`src/rtl/cam_capture_ctrl_if.sv`:
```
// Stream-in / frame-buffer-out bundle for cam_capture_ctrl.
// slave = the capture controller, master = whoever drives the stream and control.
interface cam_capture_ctrl_if #(
  parameter int PIXEL_WIDTH = 8,
  parameter int ADDR_WIDTH  = 19
);
  logic                     iSTART;
  logic                     iABORT;
  logic                     iCONTINUOUS;
  logic                     iFIELD_SEL;
  logic                     iVSYNC;
  logic                     iHSYNC;
  logic                     iDE;
  logic                     iFIELD;
  logic [PIXEL_WIDTH-1:0]   iDATA_L;
  logic [PIXEL_WIDTH-1:0]   iDATA_R;
  logic                     oWR_EN;
  logic [ADDR_WIDTH-1:0]    oWR_ADDR;
  logic [2*PIXEL_WIDTH-1:0] oWR_DATA;
  logic                     oBUSY;
  logic                     oDONE;
  logic [3:0]               oSTATUS;

  modport slave (
    input  iSTART, iABORT, iCONTINUOUS, iFIELD_SEL,
    input  iVSYNC, iHSYNC, iDE, iFIELD, iDATA_L, iDATA_R,
    output oWR_EN, oWR_ADDR, oWR_DATA, oBUSY, oDONE, oSTATUS
  );

  modport master (
    output iSTART, iABORT, iCONTINUOUS, iFIELD_SEL,
    output iVSYNC, iHSYNC, iDE, iFIELD, iDATA_L, iDATA_R,
    input  oWR_EN, oWR_ADDR, oWR_DATA, oBUSY, oDONE, oSTATUS
  );
endinterface

```
`src/rtl/cam_capture_ctrl.sv`:
```
// Frame-capture sequencer: arms on request, writes one frame (or continuously) as
// linear addresses. Optional field filter enabled by defining CAPTURE_FIELD_SEL_EN.
module cam_capture_ctrl #(
  parameter int PIXEL_WIDTH = 8,
  parameter int H_ACTIVE    = 640,
  parameter int V_ACTIVE    = 480,
  parameter int ADDR_WIDTH  = 19
) (
  input  logic              CLK,
  input  logic              RST,
  cam_capture_ctrl_if.slave bus
);

  localparam int PCW = $clog2(H_ACTIVE + 1);
  localparam int LCW = $clog2(V_ACTIVE + 1);
  localparam logic [PCW-1:0]        H_MAX  = PCW'(H_ACTIVE);
  localparam logic [LCW-1:0]        V_MAX  = LCW'(V_ACTIVE);
  localparam logic [ADDR_WIDTH-1:0] H_STEP = ADDR_WIDTH'(H_ACTIVE);

  typedef enum logic [2:0] {
    S_IDLE,
    S_ARM,
`ifdef CAPTURE_FIELD_SEL_EN
    S_FCHK,
`endif
    S_CAPTURE,
    S_FINISH
  } state_e;

  state_e                   state_q, state_d;
  logic                     vs_q, hs_q;
  logic [PCW-1:0]           pix_q, pix_d;
  logic [LCW-1:0]           line_q, line_d;
  logic [ADDR_WIDTH-1:0]    base_q, base_d;
  logic [3:0]               status_q, status_d;
  logic                     wr_en_q, wr_en_d;
  logic [ADDR_WIDTH-1:0]    wr_addr_q, wr_addr_d;
  logic [2*PIXEL_WIDTH-1:0] wr_data_q, wr_data_d;
  logic                     busy_q, busy_d;
  logic                     done_q, done_d;
  logic                     vs_rise, vs_fall, hs_fall;

  assign vs_rise = bus.iVSYNC & ~vs_q;
  assign vs_fall = ~bus.iVSYNC & vs_q;
  assign hs_fall = ~bus.iHSYNC & hs_q;

`ifndef CAPTURE_FIELD_SEL_EN
  logic unused_field;
  assign unused_field = bus.iFIELD ^ bus.iFIELD_SEL;
`endif

  always_comb begin
    state_d   = state_q;
    pix_d     = pix_q;
    line_d    = line_q;
    base_d    = base_q;
    status_d  = status_q;
    wr_en_d   = 1'b0;
    wr_addr_d = wr_addr_q;
    wr_data_d = wr_data_q;
    done_d    = 1'b0;

    if (bus.iABORT) begin
      state_d = S_IDLE;
    end else begin
      case (state_q)
        S_IDLE: begin
          if (bus.iSTART) begin
            state_d  = S_ARM;
            pix_d    = '0;
            line_d   = '0;
            base_d   = '0;
            status_d = '0;
          end
        end
        S_ARM: begin
          if (vs_rise) begin
`ifdef CAPTURE_FIELD_SEL_EN
            state_d = S_FCHK;
`else
            state_d = S_CAPTURE;
`endif
          end
        end
`ifdef CAPTURE_FIELD_SEL_EN
        S_FCHK: begin
          state_d = (bus.iFIELD == bus.iFIELD_SEL) ? S_CAPTURE : S_ARM;
        end
`endif
        S_CAPTURE: begin
          if (bus.iDE) begin
            if (pix_q < H_MAX && line_q < V_MAX) begin
              wr_en_d   = 1'b1;
              wr_addr_d = base_q + ADDR_WIDTH'(pix_q);
              wr_data_d = {bus.iDATA_L, bus.iDATA_R};
              pix_d     = pix_q + 1'b1;
            end else if (line_q >= V_MAX) begin
              status_d[2] = 1'b1;
            end else begin
              status_d[0] = 1'b1;
            end
          end
          // pix_d already includes this cycle's pixel, so it lands in the line being closed
          if (hs_fall && pix_d != '0) begin
            if (pix_d < H_MAX) status_d[1] = 1'b1;
            if (line_q < V_MAX) line_d = line_q + 1'b1;
            base_d = base_q + H_STEP;
            pix_d  = '0;
          end
          // Completion is flagged on entry to FINISH so oDONE/oSTATUS line up with the last write
          if (vs_fall) begin
            state_d = S_FINISH;
            done_d  = 1'b1;
            if (line_d < V_MAX) status_d[3] = 1'b1;
          end
        end
        S_FINISH: begin
          if (bus.iCONTINUOUS) begin
            state_d  = S_ARM;
            pix_d    = '0;
            line_d   = '0;
            base_d   = '0;
            status_d = '0;
          end else begin
            state_d = S_IDLE;
          end
        end
        default: state_d = S_IDLE;
      endcase
    end

    busy_d = (state_d != S_IDLE);
  end

  always_ff @(posedge CLK) begin
    if (RST) begin
      state_q   <= S_IDLE;
      vs_q      <= 1'b0;
      hs_q      <= 1'b0;
      pix_q     <= '0;
      line_q    <= '0;
      base_q    <= '0;
      status_q  <= '0;
      wr_en_q   <= 1'b0;
      wr_addr_q <= '0;
      wr_data_q <= '0;
      busy_q    <= 1'b0;
      done_q    <= 1'b0;
    end else begin
      state_q   <= state_d;
      vs_q      <= bus.iVSYNC;
      hs_q      <= bus.iHSYNC;
      pix_q     <= pix_d;
      line_q    <= line_d;
      base_q    <= base_d;
      status_q  <= status_d;
      wr_en_q   <= wr_en_d;
      wr_addr_q <= wr_addr_d;
      wr_data_q <= wr_data_d;
      busy_q    <= busy_d;
      done_q    <= done_d;
    end
  end

  assign bus.oWR_EN   = wr_en_q;
  assign bus.oWR_ADDR = wr_addr_q;
  assign bus.oWR_DATA = wr_data_q;
  assign bus.oBUSY    = busy_q;
  assign bus.oDONE    = done_q;
  assign bus.oSTATUS  = status_q;

endmodule

```
`src/flat_wrapper.sv`:
```
// flat-port wrapper written by rule: the top's interface ports become plain ports
module cam_capture_ctrl_flat 
#(
  parameter int PIXEL_WIDTH = 8,
  parameter int H_ACTIVE    = 640,
  parameter int V_ACTIVE    = 480,
  parameter int ADDR_WIDTH  = 19
)
  (CLK, RST, bus_iSTART, bus_iABORT, bus_iCONTINUOUS, bus_iFIELD_SEL, bus_iVSYNC, bus_iHSYNC, bus_iDE, bus_iFIELD, bus_iDATA_L, bus_iDATA_R, bus_oWR_EN, bus_oWR_ADDR, bus_oWR_DATA, bus_oBUSY, bus_oDONE, bus_oSTATUS);
  cam_capture_ctrl_if #(.PIXEL_WIDTH(PIXEL_WIDTH), .ADDR_WIDTH(ADDR_WIDTH)) bus_i ();
  input  logic CLK;
  input  logic RST;
  input wire logic [$bits(bus_i.iSTART)-1:0] bus_iSTART;
  input wire logic [$bits(bus_i.iABORT)-1:0] bus_iABORT;
  input wire logic [$bits(bus_i.iCONTINUOUS)-1:0] bus_iCONTINUOUS;
  input wire logic [$bits(bus_i.iFIELD_SEL)-1:0] bus_iFIELD_SEL;
  input wire logic [$bits(bus_i.iVSYNC)-1:0] bus_iVSYNC;
  input wire logic [$bits(bus_i.iHSYNC)-1:0] bus_iHSYNC;
  input wire logic [$bits(bus_i.iDE)-1:0] bus_iDE;
  input wire logic [$bits(bus_i.iFIELD)-1:0] bus_iFIELD;
  input wire logic [$bits(bus_i.iDATA_L)-1:0] bus_iDATA_L;
  input wire logic [$bits(bus_i.iDATA_R)-1:0] bus_iDATA_R;
  output wire logic [$bits(bus_i.oWR_EN)-1:0] bus_oWR_EN;
  output wire logic [$bits(bus_i.oWR_ADDR)-1:0] bus_oWR_ADDR;
  output wire logic [$bits(bus_i.oWR_DATA)-1:0] bus_oWR_DATA;
  output wire logic [$bits(bus_i.oBUSY)-1:0] bus_oBUSY;
  output wire logic [$bits(bus_i.oDONE)-1:0] bus_oDONE;
  output wire logic [$bits(bus_i.oSTATUS)-1:0] bus_oSTATUS;
  assign bus_i.iSTART = bus_iSTART;
  assign bus_i.iABORT = bus_iABORT;
  assign bus_i.iCONTINUOUS = bus_iCONTINUOUS;
  assign bus_i.iFIELD_SEL = bus_iFIELD_SEL;
  assign bus_i.iVSYNC = bus_iVSYNC;
  assign bus_i.iHSYNC = bus_iHSYNC;
  assign bus_i.iDE = bus_iDE;
  assign bus_i.iFIELD = bus_iFIELD;
  assign bus_i.iDATA_L = bus_iDATA_L;
  assign bus_i.iDATA_R = bus_iDATA_R;
  assign bus_oWR_EN = bus_i.oWR_EN;
  assign bus_oWR_ADDR = bus_i.oWR_ADDR;
  assign bus_oWR_DATA = bus_i.oWR_DATA;
  assign bus_oBUSY = bus_i.oBUSY;
  assign bus_oDONE = bus_i.oDONE;
  assign bus_oSTATUS = bus_i.oSTATUS;
  cam_capture_ctrl #(.PIXEL_WIDTH(PIXEL_WIDTH), .H_ACTIVE(H_ACTIVE), .V_ACTIVE(V_ACTIVE), .ADDR_WIDTH(ADDR_WIDTH)) u_core (.CLK(CLK), .RST(RST), .bus(bus_i));
endmodule
```
`config.mk`:
```
export PLATFORM = sky130hd
export DESIGN_NAME = cam_capture_ctrl_flat
export DESIGN_NICKNAME = d
export VERILOG_FILES = /design/src/rtl/cam_capture_ctrl_if.sv /design/src/rtl/cam_capture_ctrl.sv /design/src/flat_wrapper.sv
export SDC_FILE = /design/constraint.sdc
export NUM_CORES = 1
export LEC_CHECK = 0
export CAP_MARGIN = 10
export CORE_ASPECT_RATIO = 1.2
export CORE_UTILIZATION = 47
export CTS_CLUSTER_SIZE = 40
export DETAILED_ROUTE_END_ITERATION = 8
export GPL_TIMING_DRIVEN = 0
export HOLD_SLACK_MARGIN = 0.02
export PLACE_DENSITY = 0.77
export SYNTH_ARGS = -nofsm -noshare
export SYNTH_HDL_FRONTEND = slang
export SYNTH_SLANG_ARGS = --single-unit
```
`constraint.sdc`:
```
create_clock -name CLK -period 2.42 [get_ports CLK]
set_clock_uncertainty 0.2 [all_clocks]
set_input_delay 0.484 -clock CLK [delete_from_list [all_inputs] [get_ports CLK]]
set_output_delay 0.484 -clock CLK [all_outputs]
set_load 0.02 [all_outputs]
```
* After elaboration in Yosys (flattened, before gate mapping)
Cells that the tools add are included.
** Storage, ports and cells
- Logic and storage cells :: 101
- Register bits :: 85
** Operators by class
- Bitwise logic cells :: 9
- Multiplexer cells :: 40
- Add/sub/neg operators :: 4
- Magnitude comparators :: 5
- Reductions and logical operators :: 15
- Eq/ne operators :: 13
** Operator list (count)
- 10-bit two-way mux :: 7
- 19-bit two-way mux :: 3
- 19-bit one-hot mux with 3 select lines :: 1
- 9-bit two-way mux :: 6
- 10-bit one-hot mux with 3 select lines :: 1
- 9-bit one-hot mux with 3 select lines :: 1
- 10-bit < comparator, second input constant :: 2
- 19-bit by 10-bit adder with 19-bit output :: 1
- 19-bit by 10-bit adder with 19-bit output, second input constant :: 1
- 9-bit < comparator, second input constant :: 2
- 7-bit AND reduction :: 2
- 1-bit two-way mux :: 13
- 3-bit two-way mux :: 4
- 3-bit one-hot mux with 4 select lines :: 1
- 4-bit one-hot mux with 3 select lines :: 1
- 6-bit AND reduction :: 2
- 10-bit by 1-bit adder with 10-bit output, second input constant :: 1
- 2-bit by 1-bit inequality test with 1-bit output, second input constant :: 5
- 2-bit inequality test, second input constant :: 5
- 10-bit nonzero test :: 1
- 9-bit by 1-bit adder with 9-bit output, second input constant :: 1
- 9-bit >= comparator, second input constant :: 1
- 4-bit two-way mux :: 2
- 4-bit AND reduction :: 2
- other kinds (10) :: 20

* Logic depth before layout (Yosys ltp)
- Depth in word-level cells :: 15
- Mapped depth :: 11
- Mapped depth without buffers :: 8

* Worst setup path before layout
OpenSTA, ideal clock, no wires.
- Path kind :: reg2reg
- From :: register u_core.pix_q[1]
- To :: register u_core.line_q[6]
- Clock period less this slack :: 2.610 ns
- Cell stages (with the launch flop) :: 9
- Required time :: 2.117 ns
- Setup slack :: -0.190 ns
- Data arrival time :: 2.307 ns
- Cells stage by stage :: dfxtp_1 > ha_1 > nand4_1 > nor4_2 > xnor2_1 > o211ai_2 > o21a_4 > a31o_1 > a2111oi_2
** On the way
- Cells in the longest elaborated chain, start to end :: 12
- Elaborated cells on any way between the ends :: 13
- Those cells by class :: add/sub (1); order compare (1); mux (8); reduce/logical (3)
** Ends and longest elaborated chain
- start: declaration :: RTL line cam_capture_ctrl.sv:32 : logic [PCW-1:0] pix_q, pix_d;
- start signal: assignment :: RTL line cam_capture_ctrl.sv:153 : pix_q <= pix_d;
- 10-bit < comparator :: RTL line cam_capture_ctrl.sv:92 : if (pix_q < H_MAX && line_q < V_MAX) begin
- 1-bit logical AND :: RTL line cam_capture_ctrl.sv:92
- 10-bit two-way mux :: RTL line cam_capture_ctrl.sv:92
- 10-bit two-way mux * :: RTL line cam_capture_ctrl.sv:91 : if (bus.iDE) begin
- 10-bit two-way mux * :: RTL line cam_capture_ctrl.sv:66 : case (state_q)
- 10-bit two-way mux * :: RTL line cam_capture_ctrl.sv:63 : if (bus.iABORT) begin
- 10-bit nonzero test * :: RTL line cam_capture_ctrl.sv:104 : if (hs_fall && pix_d != '0) begin
- 1-bit logical AND * :: RTL line cam_capture_ctrl.sv:104
- 9-bit two-way mux * :: RTL line cam_capture_ctrl.sv:104
- 9-bit two-way mux * :: RTL line cam_capture_ctrl.sv:66
- 9-bit two-way mux * :: RTL line cam_capture_ctrl.sv:63
- 9-bit one-hot mux with 3 select lines * :: RTL line cam_capture_ctrl.sv:66
- end signal: assignment :: RTL line cam_capture_ctrl.sv:154 : line_q <= line_d;
- end: declaration :: RTL line cam_capture_ctrl.sv:33 : logic [LCW-1:0] line_q, line_d;
Mark *: on every way between the ends. The rest lies on a longest branch, timed or not. The select of a mux whose other input is x is not followed.
A chain may end at the register's enable or synchronous reset.

* Worst setup path in the final report
- From :: register u_core.pix_q[0]
- To :: register u_core.pix_q[4]
** On the way
- Cells in the longest elaborated chain, start to end :: 10
- Elaborated cells on any way between the ends :: 11
- Those cells by class :: add/sub (1); order compare (1); mux (6); reduce/logical (3)
** Ends and longest elaborated chain (RTL line)
- 10-bit < comparator :: cam_capture_ctrl.sv:92
- 1-bit logical AND :: cam_capture_ctrl.sv:92
- 10-bit two-way mux :: cam_capture_ctrl.sv:92
- 10-bit two-way mux * :: cam_capture_ctrl.sv:91
- 10-bit two-way mux * :: cam_capture_ctrl.sv:66
- 10-bit two-way mux * :: cam_capture_ctrl.sv:63
- 10-bit nonzero test :: cam_capture_ctrl.sv:104
- 1-bit logical AND :: cam_capture_ctrl.sv:104
- 10-bit two-way mux * :: cam_capture_ctrl.sv:104
- 10-bit one-hot mux with 3 select lines * :: cam_capture_ctrl.sv:66
Marked as above.

==> results.md <==
| Item | Value |
| --- | --- |
| Synthesis warning total | 0 |
| Arrival time reported for the critical path endpoint | 2.61 ns |
| CP delay by family, top | compound AO/OA/AOI/OAI gates |
| DP Cell Count | 611 |
| Floorplan die width | 83.4 um |
| Most numerous cell on the critical path | sky130_fd_sc_hd__a31oi_1 |
| Detailed Route Iter0 Violations | 230 |
| Post-Place Cell Area | 4530 um2 |
| Setup repair after global routing missed its margin | yes |
| Time the worst path needs with I/O delays and setup | 2.53 ns |
| Worst reg2reg startpoint | u_core.pix_q[0] |
| Relative slew slack | 63.4% |
| Most common cell in the netlist | sky130_fd_sc_hd__nand2_1 |
| Post-synthesis cell count | 454 |
| Largest vdd supply drop | 348 uV |
| Total half-perimeter wirelength after legalization and detailed placement | 6510 um |
| Path category of the worst min-delay check | register to register |
| Die footprint | 8310 um2 |
| Total power | 2.33 mW |
| CTS Buffer Depth | 2 |
| Leakage power total | 1.84 nW |
| Buffer type at the clock tree root | sky130_fd_sc_hd__clkbuf_8 |
| Fraction of post-synthesis cell area in the top cell type by area | 41.8% |
| Die height | 99.7 um |
| Number of failing hold endpoints at the final stage | 0 |
| Number of buffers and inverters on the critical path | 2 |
| Initial Utilization | 48.5% |
| Run status | complete, but fails checks |
| Period Utilization, post-route | 104% |
| Final cell count without fillers | 659 |
| Clock net sink count | 78 |
| DR vias/cell | 5.83 |
| Post-detailed-route count of antenna-violating nets | 0 |
| Cell types occupying the most area after synthesis | sky130_fd_sc_hd__dfxtp_1 42%, sky130_fd_sc_hd__nand2_1 7.9%, sky130_fd_sc_hd__a21oi_1 6.8% |
| Power density relative to cell area | 434 nW/um2 |
| Average instance area after synthesis | 8.23 um2 |
| Number of global-route vias before repair | 3,386 |
| First-pass GRT wire length | 15,700 um |
| Predominant post-synthesis flop cell | sky130_fd_sc_hd__dfxtp_1 |
| Post-route cell area | 5360 um2 |
| Number of hold-repair buffers added at the cts stage | 0 |
| Nature of the critical path endpoint | register |
| Crit Path Category | register to register |
| TritonCTS clock tree | done |
| Layout net count | 596 |
| Failing checks | negative setup slack |
| Number of antenna violations at the first check in global routing | 0 |
| Port buffer count | 65 |
| Cell row count | 35 |
| Final weighted congestion of routability-driven global placement | 0.873 |
| First element of the critical path | u_core.pix_q[0] |
| Smallest hold slack | 0.254 ns |
| Number of enable flip-flop cells after synthesis | 0 |
| Area of the mapped netlist | 3730 um2 |
| Max-cap violations | 0 |
| Number of detailed-route iterations in the first pass | 5 |
| CTS HTree Levels | 3 |
| Largest fanout on the critical path | 6 |
| Measured slew at the worst slew-check pin | 0.547 ns |
| Average routed wire per standard cell | 16.5 um |
| Area added between synthesis and finish | 43.4% |
| Filler instances | 584 |
| Sequential area share after synthesis | 41.8% |
| Number of different library cells in the post-synthesis netlist | 58 |
| Overflow left after global routing | 0 |
| Share of cells above drive strength 1 | 23.5% |
| Pre-CTS WS | -0.856 ns |
| Register bit count reported by yosys | 78 |
| Number of pins exceeding their max-slew limit in the final report | 0 |
| Post-synth net total | 487 |
| Placeable Area | 7710 um2 |
| Boundary pin count | 68 |
| Routed Wire Length | 10,800 um |
| Global-route usage over all layers | 23.3% |
| Largest net degree at the start of global routing | 13 |
| Total CTS buffers | 9 |
| Final setup violation count | 30 |
| Startpoint kind of the worst setup timing path | register |
| Most instantiated cells after synthesis | 79 x sky130_fd_sc_hd__nand2_1, 78 x sky130_fd_sc_hd__dfxtp_1, 51 x sky130_fd_sc_hd__a21oi_1 |
| List of cells traversed by the critical path | ha_4, nand4_1, nor4_4, xnor2_2, o211ai_4, buf_6, o21ai_4, buf_12, a31oi_1, a31oi_1 |
| Total negative slack for setup checks | -1.99 ns |
| Residual DRC | 0 |
| Antenna diode instance count | 0 |
| Post-CTS clock slew at the launch and capture registers of the worst setup and hold paths | 0.08 ns |
| Post-synth ARST share | 0% |
| CP max stage delay | 0.42 ns |
| Final worst setup slack | -0.108 ns |
| Area leader, netlist | sky130_fd_sc_hd__dfxtp_1 |
| Via Count | 3,839 |
| Finished Core Util | 69.5% |
| Clock latency on the worst-skew pair | 0.36 ns |
| Maximum clock rate | 396 MHz |
| CP max-delay cell | sky130_fd_sc_hd__nor4_4 |
| Min-Delay Startpoint | u_core.bus.oWR_DATA[5] |
| Endpoint required time on the critical path | 2.50 ns |
## registers in the layout (all words and copies together) (netlist names), 3 cells and up
register / flops
u_core.bus.oSTATUS: 4
u_core.base_q: 12
u_core.state_q: 3
u_core.pix_q: 10
u_core.bus.oWR_ADDR: 19
u_core.bus.oWR_DATA: 16
u_core.line_q: 9
## cells in the final DEF (no fill, tap or decap), types with 8 or more instances in the layout
cell type / n
sky130_fd_sc_hd__a21oi_1: 46
sky130_fd_sc_hd__nand2_1: 79
sky130_fd_sc_hd__clkdlybuf4s50_1: 64
sky130_fd_sc_hd__or3_1: 10
sky130_fd_sc_hd__clkbuf_1: 8
sky130_fd_sc_hd__dfxtp_1: 66
sky130_fd_sc_hd__clkbuf_8: 12
sky130_fd_sc_hd__nand4_1: 8
sky130_fd_sc_hd__o21ai_0: 15
sky130_fd_sc_hd__buf_6: 10
sky130_fd_sc_hd__nand3_1: 13
sky130_fd_sc_hd__nor2_1: 24
sky130_fd_sc_hd__buf_4: 30
## metal layers
metal	track usage (%)	share of wire, %	vias up
li1	-	-	1845
met1	28.0	40	1802
met2	40.7	51	157
met3	3.32	6.1	35
met4	11.4	2.8	0
met5	0	0	-
## worst paths after layout
check        slack [ns]                endpoint  cells after the start
min                0.25  u_core.bus.oWR_DATA[5]                      2
max reg2reg       -0.11         u_core.pix_q[4]                     10
min reg2reg        0.25  u_core.bus.oWR_DATA[5]                      2
max               -0.11         u_core.pix_q[4]                     10
## power breakdown
part,total [mW],switching [mW],internal [mW]
sequential,1.29,0.00593,1.28
clock,0.886,0.465,0.421
combinational,0.153,0.0802,0.0730
total,2.33,0.551,1.77
## worst min-delay path, stage by stage, from the launching register on
cell and delay, ns:
sky130_fd_sc_hd__dfxtp_1 0.31, sky130_fd_sc_hd__nand2_1 0.05, sky130_fd_sc_hd__a21oi_1 0.05
## area by class of cell
cell class | instances | area [um2] | area share (%)
clock buffer | 12 | 155 | 2.90
buffer | 25 | 185 | 3.46
clock inverter | 3 | 20.0 | 0.374
multi-input combinational | 341 | 2290 | 42.8
inverter | 7 | 26.3 | 0.491
timing repair buffer | 101 | 967 | 18.1
tap | 92 | 115 | 2.15
sequential | 78 | 1590 | 29.8
## what timing repair did
item / CTS / global route
gates cloned: 2 / 1
pin swaps: 14 / 26
gates resized for setup: 57 / 51
endpoints found under the setup margin: 70 / 66
setup buffers: 21 / 12
## logic make-up (layout without fill, tap and decap cells)
logic type | count (synthesis) | after routing | share of synthesized area [%]
compound gates | 122 | 122 | 20.8
xor+xnor | 10 | 10 | 2.35
fa+ha+maj | 7 | 7 | 2.34
buf+inv | 35 | 148 | 4.32
flops | 78 | 78 | 41.8
mux | 5 | 5 | 1.54
other cells | 1 | 1 | 0.100
simple gates | 196 | 196 | 26.7
(Power assumes the default switching activity.)
